[src/rtl/hps_sdram_bridge_pkg.sv]
// Purpose : shared types for the HPS-to-SDRAM host-port bridge.
// Latency : n/a (types and constants only).
// Backpressure: n/a.
package hps_bridge_pkg;

    typedef enum logic [1:0] {
        IDLE     = 2'd0,
        WR_ISSUE = 2'd1,
        RD_ISSUE = 2'd2,
        GAP      = 2'd3
    } state_t;

    // One posted write as held in the write FIFO.
    typedef struct packed {
        logic [31:0] addr;
        logic [31:0] data;
    } fifo_entry_t;

    localparam logic [31:0] ABORT_DATA_DEFAULT = 32'hDEAD_BEEF;

endpackage

[src/rtl/hps_sdram_bridge_sync_fifo.sv]
// Purpose : single-clock first-word-fall-through FIFO; dout shows the head entry.
// Latency : a pushed entry is visible on dout/empty the cycle after the push.
// Backpressure: push ignored while full, pop ignored while empty.
// Ports   : clk_sys/rst, push+din, pop, dout, full, empty, level (occupancy).
module sync_fifo #(
    parameter int WIDTH = 64,
    parameter int DEPTH = 8
) (
    input  logic                     clk_sys,
    input  logic                     rst,
    input  logic                     push,
    input  logic [WIDTH-1:0]         din,
    input  logic                     pop,
    output logic [WIDTH-1:0]         dout,
    output logic                     full,
    output logic                     empty,
    output logic [$clog2(DEPTH):0]   level
);
    localparam int AW = $clog2(DEPTH);

    logic [WIDTH-1:0] mem [DEPTH];
    logic [AW-1:0]    wr_ptr;
    logic [AW-1:0]    rd_ptr;
    logic             do_push;
    logic             do_pop;

    assign do_push = push & ~full;
    assign do_pop  = pop & ~empty;
    assign full    = (level == (AW+1)'(DEPTH));
    assign empty   = (level == '0);
    assign dout    = mem[rd_ptr];

    // Storage carries no reset: validity is tracked by level alone.
    always_ff @(posedge clk_sys) begin
        if (do_push) begin
            mem[wr_ptr] <= din;
        end
    end

    // Pointers are AW bits wide, so they wrap modulo DEPTH for free.
    always_ff @(posedge clk_sys or posedge rst) begin
        if (rst) begin
            wr_ptr <= '0;
            rd_ptr <= '0;
            level  <= '0;
        end else begin
            if (do_push) wr_ptr <= wr_ptr + AW'(1);
            if (do_pop)  rd_ptr <= rd_ptr + AW'(1);
            if (do_push && !do_pop)      level <= level + (AW+1)'(1);
            else if (!do_push && do_pop) level <= level - (AW+1)'(1);
        end
    end

endmodule

[src/rtl/hps_sdram_bridge.sv]
// Purpose : turns HPS bus word accesses into sdram_controller host-port requests;
//           posted writes queue in a FIFO, reads wait for the FIFO to drain.
// Latency : accept at N -> h_req at N+2; h_ack at M -> bus_rvalid at M+1.
// Backpressure: bus_busy (FIFO full or read outstanding) drops accesses and sets err_drop.
// Ports   : clk_sys/rst; bus_* (HPS side); h_* (controller host port);
//           fifo_level, err_drop, err_timeout (status, errors sticky until rst).
module hps_sdram_bridge
    import hps_bridge_pkg::*;
#(
    parameter int          FIFO_DEPTH = 8,
    parameter int          TIMEOUT    = 1023,
    parameter logic [31:0] ABORT_DATA = ABORT_DATA_DEFAULT
) (
    input  logic                          clk_sys,
    input  logic                          rst,
    input  logic                          bus_cs,
    input  logic                          bus_rw,
    input  logic [31:0]                   bus_addr,
    input  logic [31:0]                   bus_wdata,
    output logic [31:0]                   bus_rdata,
    output logic                          bus_rvalid,
    output logic                          bus_busy,
    output logic [31:0]                   h_addr,
    output logic [31:0]                   h_din,
    output logic                          h_wr,
    output logic                          h_req,
    input  logic                          h_ack,
    input  logic [31:0]                   h_dout,
    output logic [$clog2(FIFO_DEPTH):0]   fifo_level,
    output logic                          err_drop,
    output logic                          err_timeout
);
    localparam int WD_W = $clog2(TIMEOUT + 1);

    state_t          state;
    state_t          state_nxt;
    fifo_entry_t     push_entry;
    fifo_entry_t     head;
    logic            fifo_full;
    logic            fifo_empty;
    logic            acc_wr;
    logic            acc_rd;
    logic            pop;
    logic            in_issue;
    logic            wd_expire;
    logic            read_pending;
    logic [31:0]     rd_addr;
    logic [WD_W-1:0] wd_cnt;

    assign bus_busy   = fifo_full | read_pending;
    assign acc_wr     = bus_cs & bus_rw & ~bus_busy;
    assign acc_rd     = bus_cs & ~bus_rw & ~bus_busy;
    assign push_entry = {bus_addr, bus_wdata};
    assign in_issue   = (state == WR_ISSUE) || (state == RD_ISSUE);
    // Writes always win in IDLE, which is what makes reads coherent.
    assign pop        = (state == IDLE) && !fifo_empty;
    // An ack arriving on the expiry cycle completes the request normally.
    assign wd_expire  = in_issue && !h_ack && (wd_cnt == WD_W'(TIMEOUT - 1));

    sync_fifo #(
        .WIDTH ($bits(fifo_entry_t)),
        .DEPTH (FIFO_DEPTH)
    ) u_wr_fifo (
        .clk_sys (clk_sys),
        .rst     (rst),
        .push    (acc_wr),
        .din     (push_entry),
        .pop     (pop),
        .dout    (head),
        .full    (fifo_full),
        .empty   (fifo_empty),
        .level   (fifo_level)
    );

    always_ff @(posedge clk_sys or posedge rst) begin
        if (rst) state <= IDLE;
        else     state <= state_nxt;
    end

    always_comb begin
        state_nxt = state;
        case (state)
            IDLE: begin
                if (!fifo_empty)       state_nxt = WR_ISSUE;
                else if (read_pending) state_nxt = RD_ISSUE;
            end
            WR_ISSUE, RD_ISSUE: begin
                if (h_ack || wd_expire) state_nxt = GAP;
            end
            GAP:     state_nxt = IDLE;
            default: state_nxt = IDLE;
        endcase
    end

    // h_req decodes straight from state so an async reset drops it at once.
    always_comb begin
        h_req = 1'b0;
        if (in_issue) h_req = 1'b1;
    end

    always_ff @(posedge clk_sys or posedge rst) begin
        if (rst) begin
            h_addr       <= '0;
            h_din        <= '0;
            h_wr         <= 1'b0;
            bus_rdata    <= '0;
            bus_rvalid   <= 1'b0;
            read_pending <= 1'b0;
            rd_addr      <= '0;
            wd_cnt       <= '0;
            err_drop     <= 1'b0;
            err_timeout  <= 1'b0;
        end else begin
            bus_rvalid <= 1'b0;
            // Zero outside issue states, so every new request starts from 0.
            wd_cnt     <= in_issue ? wd_cnt + WD_W'(1) : '0;

            if (acc_rd) begin
                rd_addr      <= bus_addr;
                read_pending <= 1'b1;
            end
            if (bus_cs && bus_busy) err_drop <= 1'b1;

            // Request fields load on the IDLE exit and hold until GAP.
            if (pop) begin
                h_addr <= head.addr;
                h_din  <= head.data;
                h_wr   <= 1'b1;
            end else if (state == IDLE && read_pending) begin
                h_addr <= rd_addr;
                h_wr   <= 1'b0;
            end

            if (state == RD_ISSUE && (h_ack || wd_expire)) begin
                bus_rdata    <= h_ack ? h_dout : ABORT_DATA;
                bus_rvalid   <= 1'b1;
                read_pending <= 1'b0;
            end
            if (wd_expire) err_timeout <= 1'b1;
        end
    end

endmodule
[config.mk]
export PLATFORM = sky130hd
export DESIGN_NAME = hps_sdram_bridge
export DESIGN_NICKNAME = d
export VERILOG_FILES = /design/src/rtl/hps_sdram_bridge_pkg.sv /design/src/rtl/hps_sdram_bridge_sync_fifo.sv /design/src/rtl/hps_sdram_bridge.sv
export SDC_FILE = /design/constraint.sdc
export NUM_CORES = 1
export LEC_CHECK = 0
export CORE_ASPECT_RATIO = 1.2
export CORE_MARGIN = 4
export CORE_UTILIZATION = 52
export CTS_CLUSTER_DIAMETER = 30
export DETAILED_ROUTE_END_ITERATION = 10
export HOLD_SLACK_MARGIN = 0.06
export PLACE_DENSITY = 0.75
export SYNTH_ARGS = -nofsm -noshare
export SYNTH_HDL_FRONTEND = slang
export SYNTH_SLANG_ARGS = --single-unit
[constraint.sdc]
create_clock -name clk_sys -period 5.8 [get_ports clk_sys]
set_input_delay 1.16 -clock clk_sys [delete_from_list [all_inputs] [get_ports clk_sys]]
set_output_delay 1.16 -clock clk_sys [all_outputs]
set_load 0.005 [all_outputs]
==> qor.txt <==
Share of cells above drive strength 1 = 0.249
Finish-stage setup viols = 0
Reg clk slew, reported paths = 0.05 ns
Nets = 1,618
Post-synth ARST share = 0.232
CTS tree = built
Hold Fails Final Rpt = 0
Core area = 48,000 µm²
HP Class = reg -> reg
Max-slew violation count = 0
Max Fclk = 263 MHz
Die area = 52,000 µm²
Post-layout util = 0.662
Synth Register Bits = 667
CTS H-tree lvls = 3
Crit end category = flop
Vias in the first global route = 14,100
CTS max path bufs = 3
TritonCTS Buffers = 110
Seq pwr share = 0.381
Worst hold margin = 0.460 ns
Leakage = 11.2 nW
Antenna violations before repair = 3
Buffers on Ports = 206
Syn Area/Cell = 20.5 µm²
Syn nets = 1,339
Main synth FF type = edfxtp_1
Initial Util = 0.524
Post-CTS sizing = 0
Post-Place Worst Slack = 1.58 ns
Status = complete, no violations
Gate power share = 0.232
Final Power = 0.0169 W
CP Class = reg -> reg
Max Cap Violations = 0
Crit path DAT = 4.30 ns
PD cells = 530 nW/µm²
Detailed placer's ending HPWL = 30,400 µm
Clk_skew = 0.0244 ns
CTS sink cnt = 667
Core Rows = 88
Synth-to-layout area growth = 26.4%
Worst Slack Setup Final = 1.99 ns
Residual DRC = 0
Die H = 249 µm
Drt wl/cell = 24.7 µm
Net Sw Frac = 0.275
Largest net degree at the start of global routing = 100
I/O pins = 207
First-pass GRT wire length = 85,300 µm
Synth Cell Area = 25,200 µm²
Antenna viol nets, final = 0
Setup bufs post-CTS = 0
Net Sw Power = 0.00463 W
Clock power frac = 0.387
Commonest cells after routing, fill and taps aside = 512 x edfxtp_1, 206 x clkdlybuf4s50_1, 152 x dfrtp_1
Via/cell ratio = 5.79
CP max FO = 99
Placer Congestion = 0.844
Global route overflow = 0
Setup crit start kind = flop
Detailed Routing Iterations Pass 1 = 5
Share of the yosys chip area belonging to registers = 0.765
Vias = 12,900
Final period utilization = 0.657
Rel. slew slack = 0.331
Hold_buf cts = 0
Minimum clock period = 3.81 ns
Mapped Cells = 1,228
Most common cell after layout, fill and taps aside = edfxtp_1
Iteration-0 DRC Markers = 996
Total Routing Usage GR = 0.212
Post-synth EDFFs = 512
Worst IR Drop VDD = 0.406 mV
Yosys cell types = 43
Die extent in x = 209 µm
P_int = 0.0122 W
Worst-Margin Slew = 1.00 ns
Latest clock arrival within the worst-skew pair = 0.63 ns
RSZ-0062 raised after global routing = false
Root Driver = clkbuf_16
CP Data Required Time = 6.29 ns
Final wirelength = 55,100 µm
YS warnings = 0
## path summary, 6_finish.rpt
kind	cells after the start	endpoint	slack, ns	from
setup / recovery	9	u_wr_fifo.level[3]$_DFFE_PP0P_	1.99	u_wr_fifo.level[0]$_DFFE_PP0P_
hold / removal	2	err_timeout$_DFFE_PP0P_	0.46	err_timeout$_DFFE_PP0P_
setup reg to reg	9	u_wr_fifo.level[3]$_DFFE_PP0P_	1.99	u_wr_fifo.level[0]$_DFFE_PP0P_
hold reg to reg	2	err_timeout$_DFFE_PP0P_	0.46	err_timeout$_DFFE_PP0P_
max in group asynchronous	3	h_din[20]$_DFFE_PP0N_	3.66	rst
min in group asynchronous	2	bus_rdata[11]$_DFFE_PP0P_	1.09	rst
## flip-flops by register name, indices dropped and copies added (netlist names), 4 cells and up
register / cells
rd_addr: 32
h_addr: 32
bus_rdata: 32
h_din: 32
u_wr_fifo.level: 4
u_wr_fifo.mem: 512
wd_cnt: 10
## critical path, stage by stage (launching register included)
cell       delay, ns
dfrtp_1         0.46
o41a_1          0.59
inv_4           0.76
ha_1            0.34
inv_1           0.13
ha_1            0.30
a21o_1          0.21
a2111oi_0       0.45
a31oi_1         0.10
a221o_1         0.34
## synthesized netlist by cell type, types with 2 or more instances
master    instances  area (µm²)
a21o_1            3        22.5
a21oi_1          34         170
a22o_1            8        70.1
buf_1             5        18.8
buf_2            30         150
buf_4             3        22.5
buf_6             3        33.8
clkbuf_1         23        86.3
dfrtp_1         155        3880
edfxtp_1        512       15400
ha_1              9         113
inv_1             8        30.0
inv_2             2        7.51
mux2_2           35         394
mux2i_1          65         651
mux4_2          128        2880
nand2_1          50         188
nand2b_1          3        18.8
nand3_1           4        20.0
nand4_1           3        18.8
nor2_1           14        52.6
nor3_1            4        20.0
nor3_2            2        20.0
nor3b_1           4        30.0
nor4_1            2        12.5
o21ai_0          36         180
o22a_1           24         210
o22ai_1          33         206
xnor2_1           6        52.6
xor2_1            7        61.3
## power by group through the flow
stage               sequential [W]  clock (W)  combinational [W]
detailed placement         0.00650          0            0.00392
global placement           0.00646          0            0.00384
global route               0.00652    0.00689            0.00424
finish                     0.00643    0.00653            0.00390
CTS                        0.00643    0.00662            0.00398
floorplan                  0.00627          0            0.00255
## layer usage
layer	vias to the layer above	track usage	wire length [µm]
li1	5583	-	-
met1	6753	0.269	21300
met5	-	0	34
met4	4	0.0615	927
met2	530	0.372	29100
met3	69	0.0474	3630
## per-stage QoR
step | TNS [ns] | instances | area (µm²)
2_1_floorplan | -272.09 | 1228 | 25200
3_3_place_gp | 0 | 2025 | 28000
3_5_place_dp | 0 | 2025 | 28000
4_1_cts | 0 | 2233 | 31800
5_1_grt | 0 | 2234 | 31800
6_report | 0 | 2234 | 31800
## cell families after synthesis
kind of cell	synth area share
compound gates	0.0387
xor+xnor	0.00453
flops	0.765
simple gates	0.0160
buf+inv	0.0139
fa+ha+maj	0.00527
mux	0.156
## final cells by class
cell class | count | area [µm²]
Sequential cell | 667 | 19300
Timing Repair Buffer | 231 | 2270
Multi-Input combinational cell | 487 | 5610
Antenna cell | 1 | 2.50
Clock buffer | 132 | 2950
Inverter | 10 | 45.0
Fill cell | 3084 | 16200
Tap cell | 630 | 788
Clock inverter | 76 | 865
Note: power is estimated with default switching activity, not from simulation.
